### src/rtl/vram_arbiter.sv
// Single-port video RAM arbiter: display scan-out reads take PixEn slots, frame-loader
// writes take the rest, and the displayed bank only changes at the start of vertical blanking.
module vram_arbiter #(
    parameter int unsigned H_ACTIVE = 640,
    parameter int unsigned V_ACTIVE = 480,
    parameter int unsigned ADDR_W   = 19,
    parameter int unsigned BANK_W   = 2,
    parameter int unsigned DATA_W   = 24,
    parameter int unsigned RD_LAT   = 1
) (
    input  logic                     Clk,
    input  logic                     Rst_n,
    input  logic                     PixEn,
    input  logic [10:0]              Col,
    input  logic [10:0]              Row,
    input  logic [BANK_W-1:0]        DispBankReq,
    input  logic                     WrReq,
    input  logic [BANK_W+ADDR_W-1:0] WrAddr,
    input  logic [DATA_W-1:0]        WrData,
    output logic                     WrAck,
    output logic                     WrDrop,
    output logic [BANK_W+ADDR_W-1:0] Mem_Addr,
    output logic                     Mem_We,
    output logic [DATA_W-1:0]        Mem_Wdata,
    input  logic [DATA_W-1:0]        Mem_Rdata,
    output logic [DATA_W-1:0]        Pixel,
    output logic                     PixelValid,
    output logic                     FrameStart,
    output logic [BANK_W-1:0]        DispBank
);

    localparam int unsigned MA_W      = BANK_W + ADDR_W;
    localparam int unsigned FRAME_PIX = H_ACTIVE * V_ACTIVE;

    localparam logic [1:0] ST_IDLE  = 2'd0;
    localparam logic [1:0] ST_DISP  = 2'd1;
    localparam logic [1:0] ST_WRITE = 2'd2;

    logic [1:0]        state_q, state_d;
    logic [MA_W-1:0]   addr_q, addr_d;
    logic [DATA_W-1:0] wdata_q, wdata_d;
    logic              ack_q, ack_d;
    logic              drop_q, drop_d;
    logic [BANK_W-1:0] bank_q, bank_d;
    logic              fs_q, fs_d;
    logic [RD_LAT:0]   tok_vld_q, tok_vld_d;
    logic [RD_LAT:0]   tok_act_q, tok_act_d;
    logic [DATA_W-1:0] pixel_q, pixel_d;
    logic              pv_q, pv_d;

    logic              active_c;
    logic              disp_slot_c;
    logic              wr_ok_c;
    logic              switch_c;
    logic [ADDR_W-1:0] pix_off_c;

    always_comb begin
        active_c    = (Col < 11'(H_ACTIVE)) && (Row < 11'(V_ACTIVE));
        disp_slot_c = PixEn && active_c;
        wr_ok_c     = {1'b0, WrAddr[ADDR_W-1:0]} < (ADDR_W+1)'(FRAME_PIX);
        switch_c    = PixEn && (Row == 11'(V_ACTIVE)) && (Col == 11'd0);
        // Only consumed in an active slot, where it stays below FRAME_PIX.
        pix_off_c   = ADDR_W'(Row) * ADDR_W'(H_ACTIVE) + ADDR_W'(Col);
    end

    // Slot decision: display read beats write; idle holds the address.
    always_comb begin
        state_d   = ST_IDLE;
        addr_d    = addr_q;
        wdata_d   = wdata_q;
        ack_d     = 1'b0;
        drop_d    = 1'b0;
        bank_d    = bank_q;
        fs_d      = 1'b0;
        tok_vld_d = {tok_vld_q[RD_LAT-1:0], PixEn};
        tok_act_d = {tok_act_q[RD_LAT-1:0], disp_slot_c};
        pixel_d   = pixel_q;
        pv_d      = tok_vld_q[RD_LAT];

        if (disp_slot_c) begin
            state_d = ST_DISP;
            addr_d  = {bank_q, pix_off_c};
        end else if (WrReq) begin
            ack_d = 1'b1;
            if (wr_ok_c) begin
                state_d = ST_WRITE;
                addr_d  = WrAddr;
                wdata_d = WrData;
            end else begin
                drop_d = 1'b1;
            end
        end

        if (switch_c) begin
            bank_d = DispBankReq;
            fs_d   = 1'b1;
        end

        // Token at the end of the delay line lines up with that read's Mem_Rdata.
        if (tok_vld_q[RD_LAT]) begin
            pixel_d = tok_act_q[RD_LAT] ? Mem_Rdata : '0;
        end
    end

    always_ff @(posedge Clk) begin
        if (!Rst_n) begin
            state_q   <= ST_IDLE;
            addr_q    <= '0;
            wdata_q   <= '0;
            ack_q     <= 1'b0;
            drop_q    <= 1'b0;
            bank_q    <= '0;
            fs_q      <= 1'b0;
            tok_vld_q <= '0;
            tok_act_q <= '0;
            pixel_q   <= '0;
            pv_q      <= 1'b0;
        end else begin
            state_q   <= state_d;
            addr_q    <= addr_d;
            wdata_q   <= wdata_d;
            ack_q     <= ack_d;
            drop_q    <= drop_d;
            bank_q    <= bank_d;
            fs_q      <= fs_d;
            tok_vld_q <= tok_vld_d;
            tok_act_q <= tok_act_d;
            pixel_q   <= pixel_d;
            pv_q      <= pv_d;
        end
    end

    assign Mem_Addr   = addr_q;
    assign Mem_We     = (state_q == ST_WRITE);
    assign Mem_Wdata  = wdata_q;
    assign WrAck      = ack_q;
    assign WrDrop     = drop_q;
    assign DispBank   = bank_q;
    assign FrameStart = fs_q;
    assign Pixel      = pixel_q;
    assign PixelValid = pv_q;

endmodule

### config.mk
export PLATFORM = sky130hd
export DESIGN_NAME = vram_arbiter
export DESIGN_NICKNAME = d
export VERILOG_FILES = /design/src/rtl/vram_arbiter.sv
export SDC_FILE = /design/constraint.sdc
export NUM_CORES = 1
export LEC_CHECK = 0
export ABC_AREA = 0
export CAP_MARGIN = 0
export CORE_ASPECT_RATIO = 0.8
export CORE_MARGIN = 2
export CORE_UTILIZATION = 40
export DETAILED_ROUTE_END_ITERATION = 8
export DONT_BUFFER_PORTS = 1
export MAX_ROUTING_LAYER = met4
export PLACE_DENSITY = 0.6
export REMOVE_ABC_BUFFERS = 1
export SETUP_SLACK_MARGIN = 0.3
export SLEW_MARGIN = 20
export SYNTH_ARGS = -nofsm -noshare
export SYNTH_HDL_FRONTEND = slang
export SYNTH_SLANG_ARGS = --single-unit
### constraint.sdc
create_clock -name Clk -period 3.8 [get_ports Clk]
set_input_delay 1.14 -clock Clk [delete_from_list [all_inputs] [get_ports Clk]]
set_output_delay 1.14 -clock Clk [all_outputs]
set_load 0.01 [all_outputs]
* Word level (Yosys, flattened, before mapping)
Cells that the tools add are included.
** Storage, ports and cells
- Register bits after elaboration :: 81
- Latch bits :: 0
- Bits in writable memories :: 0
- ROM bits :: 0
- Bits of input ports :: 97
- Output and inout port bits :: 76
- Logic and storage cells :: 43
- Memories kept :: 0
** Operators by class
- $add $sub $neg :: 1
- Multipliers :: 1
- Div/mod/pow operators :: 0
- Order comparisons :: 3
- Equality and inequality tests :: 2
- Shift-type cells :: 0
- Multiplexer cells :: 10
- Bitwise logic cells :: 3
- Reduce and logical (&&, ||, !) cells :: 11
** Operators with widths (count)
- 21-bit 2-to-1 mux :: 3
- 24-bit 2-to-1 mux :: 1
- 19-bit by 11-bit adder with 19-bit output :: 1
- 19-bit < comparator, second input constant :: 1
- 11-bit by 3-bit multiplier with 12-bit output, second input constant :: 1
- 11-bit by 9-bit == test with 1-bit output, second input constant :: 1
- 11-bit zero test :: 1
- 11-bit by 10-bit < comparator with 1-bit output, second input constant :: 1
- 11-bit by 9-bit < comparator with 1-bit output, second input constant :: 1
- 1-bit 2-to-1 mux :: 5
- 1-bit logical AND :: 4
- 2-bit nonzero test :: 2
- 1-bit NOT :: 3
- 3-bit AND reduction :: 1
- 3-bit OR reduction :: 1
- 2-bit == test, second input constant :: 1
- 2-bit 2-to-1 mux :: 1
- 2-bit AND reduction :: 1
- 2-bit OR reduction :: 1

* Depth between registers and ports, before layout
- Word-level depth :: 5
- Depth in mapped cells :: 9
- Depth with buffers taken out :: 9

* Least setup slack after synthesis
No wires, ideal clock.
- Kind :: input to register
- Start point :: input port Row[1]
- End point :: register addr_q[18], in the netlist Mem_Addr[18]
- Library setup time :: 122 ps
- Arrival :: 3436 ps
- Required time :: 3678 ps
- Setup slack :: 242 ps
- Stages on the path :: 9
- Path buffers :: 0
- Path through :: ha_1 > ha_1 > fa_1 > a21o_1 > a21oi_1 > xnor2_1 > a311oi_1 > o311a_1 > a221o_1
** On the way
- Cells in the longest elaborated chain, start to end :: 5
- Elaborated cells between the ends (all ways) :: 9
- Those cells by class :: add/sub (1); mul (1); order compare (1); mux (1); reduce/logical (5)
** RTL lines
- from (decl) :: RTL line 15 : input logic [10:0] Row,
- branches (longest 5 deep; another with 19-bit by 11-bit adder with 19-bit output)
- to (signal assigned) :: RTL line 120 : addr_q <= addr_d;
- to (decl) :: RTL line 40 : logic [MA_W-1:0] addr_q, addr_d;
Several ways; the timed one is not identified.
A chain may end at the register's enable or synchronous reset.

* Worst setup path in the final report
Same ends and word-level chain as after synthesis.

==> out/metrics.cfg <==
[status]
status = completed

[synthesis]
synth_xor_area_share_pct = 2.60
synth-seq-area-share_pct = 43.3
syn_inst = 432
ys_warn_count = 0
ys_seq_elements = 80
synth_fa_ha_area_share_pct = 8.18
synthTopCellsByCount = dfxtp_1 (80), a21oi_1 (58), nand2_1 (58)
synthDistinctLibCells = 48
synth_compound_area_share_pct = 18.8
yosys.area.top_type = dfxtp_1
async_flop_share_pct = 0
yosys.area_share.simple_pct = 23.4
yosys-top-cells-area = dfxtp_1 (43%), a21oi_1 (7.8%), ha_1 (7.1%)
synth_top_family_by_area = simple AND/OR/NAND/NOR gates
synth_top_area_share_pct = 43.3
synth_ff_type = dfxtp_1
synth-edff-count = 0
synth_mux_area_share_pct = 0.811
syn_area_mm2 = 0.00370
yosysMostFrequentCell = dfxtp_1
syn_area_per_cell_um2 = 8.57

[power]
irDropWorstVdd_v = 0.000344
p_per_area_mw_per_mm2 = 511
p_leak_nw = 1.68

[die]
rows = 31
die_y_um = 90.0
die_w_um = 112
initial_core_util_pct = 41.0
die_area_mm2 = 0.0100
pin_count = 173
core_area_mm2 = 0.00904

[timing]
min_period_ns = 3.38
finalSetupViolCount = 0
period_share_pct = 89.1
slew_headroom_pct = 44.4
slew_viol_final = 0
rsz0062_at_grt = false
finClkSkew_ns = 0.00297
hold_violations = 0
worst_pin_slew_ns = 0.832
max_clock_freq_ghz = 0.296
tns_ns = 0
worst_slack_ns = 0.416

[final_layout]
final_nets = 550
seqCellArea_mm2 = 0.00160
area_growth_syn_to_layout_pct = 12.4
multi_input_area_mm2 = 0.00200
fillers = 926
fin_util_pct = 46.0
drive_gt1_share_pct = 7.13
antenna_cells = 0

[drt]
wire_per_inst_um = 19.0
finalWirelength_um = 10400
via_count = 3117
ant_nets = 0
firstDrtPassIters = 5
drt_iter0_drc = 231
drc = 0
viasPerCell = 5.67

[cts]
root_buffer = clkbuf_16
cts_hold_buf = 0
ctsLongestPathBuffers = 2
htree_levels = 3
clock-sinks = 80
numCtsBuffers = 9
clk_latency_ns = 0.32
cts_tree = built
clk_pin_slew_ns = 0.06
post-cts-setup-buffers = 0

[global_routing]
grt_pass1_wl_um = 16400
grt_max_degree = 55
grt_use_total_pct = 21.2
antenna_found_initial = 0
grt_pass1_vias = 3081
grt_remaining_overflow = 0

[min_path]
hp-class = reg -> reg
hp-start = tok_vld_q[0]
hold_depth = 1
hold_end = tok_vld_q[1]

[setup_path]
slowest_stage = fa_1
required_ns = 4.02
arrival_ns = 3.60
ff2ff_path_depth = 3
r2r-start = tok_vld_q[1]
critPathKind = in -> reg
critical_path.max_stage_delay_ns = 0.42
r2r_end = Pixel[22]
worstSetupStartpointType = input pin
end_kind = flip-flop
cpMostUsedCell = ha_1
cp_cell_sequence = ha_1 -> ha_1 -> fa_1 -> a21o_1 -> a221oi_2 -> xnor2_1 -> nand3_1 -> o311a_1 -> a221o_1
worst-r2r-setup-slack_ns = 1.83
crit_fanout = 4

[placed_design]
pre_cts_ws_ns = -0.00532
dp_hpwl_um = 7940
io_buffer_count = 0
place.gp.congestion = 0.909

[flow_run]
drv_cap = 0

==> where the power goes <==
| group | internal [mW] | leakage, nW | total (mW) | switching, mW |
|---|---|---|---|---|
| Sequential | 0.871 | 0.652 | 0.911 | 0.0393 |
| Clock | 0.580 | 0.155 | 0.928 | 0.348 |
| Combinational | 0.118 | 0.875 | 0.287 | 0.170 |
==> through the flow <==
| stage | cells | total power [mW] | instance area [um2] | hold slack [ns] |
|---|---|---|---|---|
| floorplan | 411 | 1.13 | 3620 | 0.412 |
| global placement | 534 | 1.20 | 3820 | 0.417 |
| detailed placement | 534 | 1.21 | 3820 | 0.424 |
| CTS | 550 | 2.15 | 4150 | 0.440 |
| global route | 550 | 2.22 | 4160 | 0.463 |
| finish | 550 | 2.13 | 4160 | 0.440 |
==> flip-flops by register name, summed over array words and instances (netlist names) <==
name        cells
Mem_Wdata      24
Pixel          24
Mem_Addr       21
DispBank        2
tok_act_q       2
tok_vld_q       2
FrameStart      1
PixelValid      1
WrAck           1
WrDrop          1
state_q         1
==> final cells by class <==
cell class	instances	area share, %
sequential	80	38.5
tap	115	3.46
clock inverter	6	2.23
timing repair buffer	8	1.44
clock buffer	10	5.51
multi-input combinational	323	48.1
inverter	8	0.722
==> worst max-delay path: cells and delay by family <==
family	cells	cell delay (ns)
XOR/XNOR	1	0.23
AND/OR/NAND/NOR	1	0.14
adder cells (fa/ha/maj)	3	0.93
AO/OA/AOI/OAI	4	1.15
==> worst max-delay path by stage <==
| stage | start | to | slack, ns | cells past startpoint |
|---|---|---|---|---|
| 3_3_place_gp | Row[1] | Mem_Addr[18] | 0.11 | 9 |
| 2_1_floorplan | Row[1] | Mem_Addr[18] | 0.24 | 9 |
| 3_5_place_dp | Row[1] | Mem_Addr[18] | -0.005 | 9 |
| 5_1_grt | Row[1] | Mem_Addr[18] | 0.34 | 9 |
| 6_report | Row[1] | Mem_Addr[18] | 0.42 | 9 |
| 4_1_cts | Row[1] | Mem_Addr[18] | 0.33 | 9 |
==> layout by cell type (no fill, tap or decap), types with 3 or more instances in the layout <==
cell type  netlist  routed
dfxtp_1         80      80
a21oi_1         58      58
nand2_1         58      58
nor2_1          50      50
nor2b_1         30      30
ha_1            21      21
and3_1          11      11
clkbuf_16        0       9
buf_4            0       8
xnor2_1          7       7
a221o_1          7       7
inv_1            6       6
nand3_1          6       6
nor3_1           5       5
a22oi_1          5       5
a222oi_1         5       5
and2_1           5       5
a21o_1           4       4
xor2_1           4       4
mux2i_1          3       3
o211ai_1         3       3
a211oi_1         3       3
nand4_1          3       3
o21ai_0          3       3
nor4_1           3       3
==> timing repair <==
item	in CTS	in global routing
resized for setup	0	2
setup endpoints to repair	0	1
endpoints found under the hold margin	0	0
==> cell families (layout without fill, tap and decap cells) <==
group / Yosys count / after routing
flops: 80 / 80
xor+xnor: 11 / 11
fa+ha+maj: 23 / 23
compound gates: 106 / 106
buf+inv: 29 / 32
simple gates: 180 / 180
mux: 3 / 3
==> layer usage <==
layer	wire, um	vias up	global-route usage, %	part of all wire (%)
met4	52	0	4.53	0.50
li1	-	1525	-	-
met3	1060	4	7.42	10
met5	0	-	-	0
met1	4570	1438	27.2	44
met2	4760	150	32.7	46
No activity file was read; power rests on OpenSTA's default activity.
